$ cat src/rtl/serial_pkg.sv
// Shared definitions for the serial console peripherals: register offsets,
// receiver state encoding and STATUS register bit positions.
package serial_pkg;

  // Byte offsets inside the device window; only bit 2 is decoded.
  localparam logic [31:0] REG_DATA   = 32'h0000_0000;
  localparam logic [31:0] REG_STATUS = 32'h0000_0004;

  // Receiver frame state.
  typedef enum logic [2:0] {
    IDLE,
    START,
    DATA,
    STOP,
    BREAK
  } rx_state_t;

  // STATUS register bit positions.
  localparam int ST_NONEMPTY  = 0;
  localparam int ST_FULL      = 1;
  localparam int ST_FRAME_ERR = 2;
  localparam int ST_OVERFLOW  = 3;

endpackage

$ cat src/rtl/sync_fifo.sv
// Single-clock FIFO with combinational head read. A push into a full FIFO is
// accepted only when a pop happens in the same cycle; a pop of an empty FIFO
// is ignored, so empty+push+pop leaves the pushed entry in place.
module sync_fifo #(
  parameter int WIDTH = 8,
  parameter int DEPTH = 16
) (
  input  logic                     clk,
  input  logic                     rst_n,
  input  logic                     push,
  input  logic                     pop,
  input  logic [WIDTH-1:0]         wr_data,
  output logic [WIDTH-1:0]         rd_data,
  output logic                     full,
  output logic                     empty,
  output logic [$clog2(DEPTH):0]   count
);

  localparam int AW = $clog2(DEPTH);
  localparam int CW = AW + 1;

  logic [WIDTH-1:0] mem_q [DEPTH];
  logic [AW-1:0]    wr_ptr_q, wr_ptr_d;
  logic [AW-1:0]    rd_ptr_q, rd_ptr_d;
  logic [CW-1:0]    count_q, count_d;
  logic             do_push, do_pop;

  assign full    = (count_q == CW'(DEPTH));
  assign empty   = (count_q == '0);
  assign count   = count_q;
  assign rd_data = mem_q[rd_ptr_q];

  // Qualify the requests against occupancy and advance pointers and count.
  always_comb begin
    // NOTE: every output of a combinational block gets a value on every path,
    // otherwise synthesis infers a latch to hold the old one.
    do_push  = push && (!full || pop);
    do_pop   = pop && !empty;
    wr_ptr_d = wr_ptr_q + AW'(do_push);
    rd_ptr_d = rd_ptr_q + AW'(do_pop);
    count_d  = count_q + CW'(do_push) - CW'(do_pop);
  end

  // Pointer and occupancy registers.
  always_ff @(posedge clk or negedge rst_n) begin
    // NOTE: state registers use non-blocking assignments so every flop samples
    // the pre-edge values, independent of statement order.
    if (!rst_n) begin
      wr_ptr_q <= '0;
      rd_ptr_q <= '0;
      count_q  <= '0;
    end else begin
      wr_ptr_q <= wr_ptr_d;
      rd_ptr_q <= rd_ptr_d;
      count_q  <= count_d;
    end
  end

  // Storage write port.
  always_ff @(posedge clk) begin
    // NOTE: the storage array has no reset; entries are only observable after
    // a push, so clearing them would just cost a reset fan-out per bit.
    if (do_push) begin
      mem_q[wr_ptr_q] <= wr_data;
    end
  end

endmodule

$ cat src/rtl/serial_rx.sv
// Memory-mapped 8N1 UART receiver. Oversamples the synchronized line,
// assembles bytes LSB first, queues them in a FIFO and exposes DATA and
// STATUS registers to CPU polling with a one-clock registered read.
module serial_rx
  import serial_pkg::*;
#(
  parameter int CLK_HZ     = 25000000,
  parameter int BAUD       = 115200,
  parameter int OVERSAMPLE = 16,
  parameter int FIFO_DEPTH = 16
) (
  input  logic        clock,
  input  logic        clrn,
  input  logic        rx,
  input  logic        sel,
  input  logic        re,
  input  logic [31:0] addr,
  output logic [31:0] dout
);

  localparam int DIV   = CLK_HZ / (BAUD * OVERSAMPLE);
  localparam int DIV_W = (DIV > 1) ? $clog2(DIV) : 1;
  localparam int PH_W  = $clog2(OVERSAMPLE);
  localparam int CNT_W = $clog2(FIFO_DEPTH) + 1;

  localparam logic [DIV_W-1:0] DIV_LAST   = DIV_W'(DIV - 1);
  localparam logic [PH_W-1:0]  PHASE_HALF = PH_W'(OVERSAMPLE / 2 - 1);
  localparam logic [PH_W-1:0]  PHASE_LAST = PH_W'(OVERSAMPLE - 1);

  // Line synchronizer and baud tick divider.
  logic             rx_meta_q, rx_sync_q;
  logic [DIV_W-1:0] div_cnt_q, div_cnt_d;
  logic             tick;

  // Receiver FSM state.
  rx_state_t        state_q, state_d;
  logic [PH_W-1:0]  phase_q, phase_d;
  logic [2:0]       bit_idx_q, bit_idx_d;
  logic [7:0]       shift_q, shift_d;
  logic             push_q, push_d;
  logic             stop_ok, frame_err_set;

  // Sticky flags and read port.
  logic             frame_err_q, frame_err_d;
  logic             overflow_q, overflow_d;
  logic [31:0]      dout_q, dout_d;
  logic             access, data_rd, stat_rd;

  // FIFO interface.
  logic             fifo_pop, fifo_full, fifo_empty;
  logic [7:0]       fifo_rd_data;
  logic [CNT_W-1:0] unused_fifo_count;
  logic             unused_addr;

  assign tick        = (div_cnt_q == DIV_LAST);
  assign access      = sel & re;
  assign data_rd     = access & (addr[2] == REG_DATA[2]);
  assign stat_rd     = access & (addr[2] == REG_STATUS[2]);
  assign fifo_pop    = data_rd & ~fifo_empty;
  assign dout        = dout_q;
  assign unused_addr = ^{addr[31:3], addr[1:0]};

  sync_fifo #(
    .WIDTH (8),
    .DEPTH (FIFO_DEPTH)
  ) u_fifo (
    .clk     (clock),
    .rst_n   (clrn),
    .push    (push_q),
    .pop     (fifo_pop),
    .wr_data (shift_q),
    .rd_data (fifo_rd_data),
    .full    (fifo_full),
    .empty   (fifo_empty),
    .count   (unused_fifo_count)
  );

  // Free-running divider: wraps at DIV-1 and flags that cycle as a tick.
  always_comb begin
    div_cnt_d = tick ? '0 : div_cnt_q + 1'b1;
  end

  // Frame FSM next state; only moves on ticks, decisions use the synced line.
  always_comb begin
    state_d       = state_q;
    phase_d       = phase_q;
    bit_idx_d     = bit_idx_q;
    shift_d       = shift_q;
    stop_ok       = 1'b0;
    frame_err_set = 1'b0;
    if (tick) begin
      case (state_q)
        IDLE: begin
          if (!rx_sync_q) begin
            state_d = START;
            phase_d = '0;
          end
        end
        START: begin
          if (phase_q == PHASE_HALF) begin
            phase_d = '0;
            if (!rx_sync_q) begin
              state_d   = DATA;
              bit_idx_d = '0;
            end else begin
              state_d = IDLE;
            end
          end else begin
            phase_d = phase_q + 1'b1;
          end
        end
        DATA: begin
          if (phase_q == PHASE_LAST) begin
            phase_d = '0;
            shift_d = {rx_sync_q, shift_q[7:1]};
            if (bit_idx_q == 3'd7) begin
              state_d = STOP;
            end else begin
              bit_idx_d = bit_idx_q + 1'b1;
            end
          end else begin
            phase_d = phase_q + 1'b1;
          end
        end
        STOP: begin
          if (phase_q == PHASE_LAST) begin
            phase_d = '0;
            if (rx_sync_q) begin
              stop_ok = 1'b1;
              state_d = IDLE;
            end else begin
              frame_err_set = 1'b1;
              state_d       = BREAK;
            end
          end else begin
            phase_d = phase_q + 1'b1;
          end
        end
        BREAK: begin
          if (rx_sync_q) begin
            state_d = IDLE;
          end
        end
        default: state_d = IDLE;
      endcase
    end
  end

  // Sticky flags and registered read mux; a set in the clearing cycle wins.
  always_comb begin
    push_d      = stop_ok;
    frame_err_d = frame_err_set | (frame_err_q & ~stat_rd);
    overflow_d  = (push_q & fifo_full & ~fifo_pop) | (overflow_q & ~stat_rd);
    dout_d      = dout_q;
    if (data_rd) begin
      dout_d = fifo_empty ? 32'h0 : {23'b0, 1'b1, fifo_rd_data};
    end else if (stat_rd) begin
      dout_d               = '0;
      dout_d[ST_NONEMPTY]  = ~fifo_empty;
      dout_d[ST_FULL]      = fifo_full;
      dout_d[ST_FRAME_ERR] = frame_err_q;
      dout_d[ST_OVERFLOW]  = overflow_q;
    end
  end

  // Synchronizer, divider, FSM, flags and read data registers.
  always_ff @(posedge clock or negedge clrn) begin
    if (!clrn) begin
      rx_meta_q   <= 1'b1;
      rx_sync_q   <= 1'b1;
      div_cnt_q   <= '0;
      state_q     <= IDLE;
      phase_q     <= '0;
      bit_idx_q   <= '0;
      shift_q     <= '0;
      push_q      <= 1'b0;
      frame_err_q <= 1'b0;
      overflow_q  <= 1'b0;
      dout_q      <= '0;
    end else begin
      rx_meta_q   <= rx;
      rx_sync_q   <= rx_meta_q;
      div_cnt_q   <= div_cnt_d;
      state_q     <= state_d;
      phase_q     <= phase_d;
      bit_idx_q   <= bit_idx_d;
      shift_q     <= shift_d;
      push_q      <= push_d;
      frame_err_q <= frame_err_d;
      overflow_q  <= overflow_d;
      dout_q      <= dout_d;
    end
  end

endmodule

$ cat config.mk
export PLATFORM = sky130hd
export DESIGN_NAME = serial_rx
export DESIGN_NICKNAME = d
export VERILOG_FILES = /design/src/rtl/serial_pkg.sv /design/src/rtl/sync_fifo.sv /design/src/rtl/serial_rx.sv
export SDC_FILE = /design/constraint.sdc
export NUM_CORES = 1
export LEC_CHECK = 0
export ABC_CLOCK_PERIOD_IN_PS = 7110
export CORE_MARGIN = 2
export CORE_UTILIZATION = 35
export CTS_BUF_LIST = sky130_fd_sc_hd__clkbuf_4 sky130_fd_sc_hd__clkbuf_8
export CTS_CLUSTER_DIAMETER = 80
export DETAILED_ROUTE_END_ITERATION = 16
export PLACE_DENSITY = 0.54
export SYNTH_ARGS = -nofsm -noshare
export SYNTH_HDL_FRONTEND = slang
export SYNTH_SLANG_ARGS = --single-unit
$ cat constraint.sdc
create_clock -name clock -period 7.11 [get_ports clock]
set_input_delay 2.133 -clock clock [delete_from_list [all_inputs] [get_ports clock]]
set_output_delay 2.133 -clock clock [all_outputs]
set_load 0.05 [all_outputs]
==> flow_metrics.tcl <==
set metrics [dict create \
    grt_max_degree 50 \
    synth.most_common_cell "edfxtp_1" \
    antenna_found_initial 0 \
    synth_compound_area_share_pct 3.89 \
    area_delta_synth_final_pct 9.30 \
    synth_mux_area_share_pct 13.4 \
    crit_buf_inv 1 \
    critical_path_class "input port to flip-flop" \
    cts-buffers-inserted 17 \
    maxSlewHeadroom_pct 20.8 \
    via_per_inst 5.01 \
    tightest_slew_ns 1.18 \
    required_ns 7.19 \
    hold_violations 0 \
    cts_sinks 177 \
    drtPass1Iterations 5 \
    core_sq_um 21000 \
    worstPathArrival_ns 4.26 \
    ant_nets 0 \
    root_buffer "clkbuf_8" \
    crit_slowest_cell "nor2_1" \
    synth_cell_types 50 \
    synth_xor_area_share_pct 1.64 \
    tritoncts "yes" \
    drv_slew 0 \
    powerDensity_nw_per_um2 279 \
    synth_top_area_share_pct 51.3 \
    peakVddDrop_mv 0.110 \
    start_util_pct 35.7 \
    hold_buffers 0 \
    num_rows 53 \
    skew_ns 0.0155 \
    dp_hpwl_mm 8.87 \
    fillers 1883 \
    maxCapViolCount 0 \
    grt_pass1_vias 3649 \
    min_path_cells 0 \
    io_buffers 14 \
    wl_per_cell_um 18.6 \
    yosys.area_share.simple_pct 6.09 \
    max_freq_mhz 239 \
    fp.dieW_um 150 \
    die_y_um 150 \
    synth_top_family_by_area "multiplexers" \
    multi_input_area_sq_um 2150 \
    avgSynthCellArea_sq_um 16.8 \
    synth-adder-area-share_pct 2.44 \
    r2r_cells 11 \
    synth_area_sq_um 7500 \
    drt_iter0_drc 310 \
    yosysTopAreaCell "edfxtp_1" \
    cts_resized 0 \
    top_level_ports 69 \
    routed_wl_mm 14.0 \
    clockBufferDepth 2 \
    yosysWarnings 0 \
    critPathLaunchType "input port" \
    n_antenna_cell 0 \
    dp_slack_ns 2.35 \
    place_congestion 0.753 \
    regArea_sq_um 5070 \
    path_cells "clkdlybuf4s50_1 > nand3b_1 > nand4_1 > nand4b_1 > nor2_1" \
    crit_path_end_kind "flip-flop" \
    grt_pass1_wl_mm 21.5 \
    period_minus_slack_ns 4.18 \
    rsz0062_at_grt "false" \
    cp.depth 5 \
    status "finished, final reports clean" \
    leakage_nw 3.35 \
    htreeDepth 4 \
    clk_pin_slew_worst_paths_ns 0.09 \
    synth_commonest_cells "edfxtp_1 (128), dfrtp_1 (47), nor2_1 (32), mux4_2 (27), buf_4 (25)" \
    vias 3758 \
    timing.setup.tns_ns 0 \
    synthFlopType "edfxtp_1" \
    nets 513 \
    cp_max_fo 8 \
    worstSkewPairLatency_ns 0.45 \
    synth_edf_count 128 \
    fin_crit_sh_pct 58.9 \
    fin_ws_ns 2.93 \
    ys_async_sr_fraction_pct 27.7 \
    cp_slowest_stage_delay_ns 0.84 \
    drive_gt1_share_pct 17.5 \
    dieArea_sq_um 22600 \
    hold_path_class "flip-flop to flip-flop" \
    ys_seq_area_share_pct 67.7 \
    crit_family "simple AND/OR/NAND/NOR gates" \
    synth-seq-cells 177 \
    syn_inst 446 \
    fin_hold_ws_ns 0.360 \
    final_util_pct 39.0 \
    grt_use_total_pct 13.2 \
    synthTopCellsByArea "edfxtp_1 (51%), dfrtp_1 (16%), mux4_2 (8.1%)" \
    cts_setup_buffers 0 \
    grt_remaining_overflow 0 \
    drcViolationCount 0 \
    setup_viol 0 \
]
## area by class of cell
type / count / share of cell area, %
Multi-Input combinational cell: 238 / 26.3
Timing Repair Buffer: 18 / 2.02
Tap cell: 275 / 4.20
Sequential cell: 177 / 61.9
Inverter: 10 / 0.458
Clock buffer: 20 / 3.28
Clock inverter: 12 / 1.82
## report_power, final
part / leakage (nW) / switching, mW / internal, mW / total (mW)
clock: 0.209 / 0.371 / 0.345 / 0.716
combinational: 1.01 / 0.179 / 0.156 / 0.335
sequential: 2.13 / 0.104 / 1.13 / 1.23
total: 3.35 / 0.654 / 1.63 / 2.28
## path summary, 6_finish.rpt
check	from	endpoint	slack (ns)
worst max register to register	u_fifo.count[3]	u_fifo.count[4]	4.49
worst min register to register	rx_meta_q	rx_sync_q	0.36
worst min-delay path	rx_meta_q	rx_sync_q	0.36
max in group asynchronous	clrn	u_fifo.rd_ptr_q[1]	4.84
worst max-delay path	addr[2]	u_fifo.mem_q[9][2]	2.93
min in group asynchronous	clrn	div_cnt_q[0]	1.79
## metal layers
layer	share of wire, %	wire (um)	up-vias	GRT usage, %
met4	1.3	180	0	4.67
met2	48	6780	83	21.2
met3	3.8	532	12	2.91
met5	0	0	-	0
met1	46	6480	1969	17.7
li1	-	-	1694	-
## placed cells by master, fill, tap and decap left out, drive strengths merged, types with 2 or more instances in the layout
cell type,Yosys,final
mux2i,5,5
mux4,35,35
nor3b,2,2
nand3,13,13
edfxtp,128,128
nor2,32,32
a21o,4,4
and2,2,2
clkinvlp,0,2
dfrtp,47,47
conb,1,23
xor2,9,9
clkinv,0,3
nand4,4,4
a21oi,9,9
o2111ai,3,3
a22o,6,6
a22oi,2,2
nand2,18,18
inv,10,15
nor3,6,6
clkdlybuf4s50,0,13
ha,13,13
nand4b,2,2
o21ai,8,8
bufinv,0,2
and3,4,4
nand2b,2,2
clkbuf,7,20
dfstp,2,2
buf,35,5
xnor2,5,5
mux2,12,12
nor2b,4,4
## stage by stage
step,area (sq um),std cells,power [mW]
after floorplan,7580,468,1.55
after global placement,7770,718,1.59
after detailed placement,7770,718,1.60
after CTS,8190,750,2.31
after global routing,8190,750,2.39
final,8190,750,2.28
## kinds of logic (layout without fill, tap and decap cells)
logic type	after synthesis	after routing
muxes	52	52
AOI/OAI and AO/OA	41	41
buffers and inverters	53	60
xor gates and xnor gates	14	14
adders and majority gates	14	14
DFF	177	177
and+or+nand+nor	94	94
other	1	23
## registers in the layout, indices dropped and copies added (netlist names)
| signal | flops |
|---|---|
| rx_meta_q | 1 |
| state_q | 3 |
| dout | 9 |
| push_q | 1 |
| u_fifo.rd_ptr_q | 4 |
| overflow_q | 1 |
| u_fifo.mem_q | 128 |
| div_cnt_q | 4 |
| shift_q | 8 |
| phase_q | 4 |
| u_fifo.wr_ptr_q | 4 |
| frame_err_q | 1 |
| u_fifo.count | 5 |
| rx_sync_q | 1 |
| bit_idx_q | 3 |
Power figures use the tool's default switching activity.
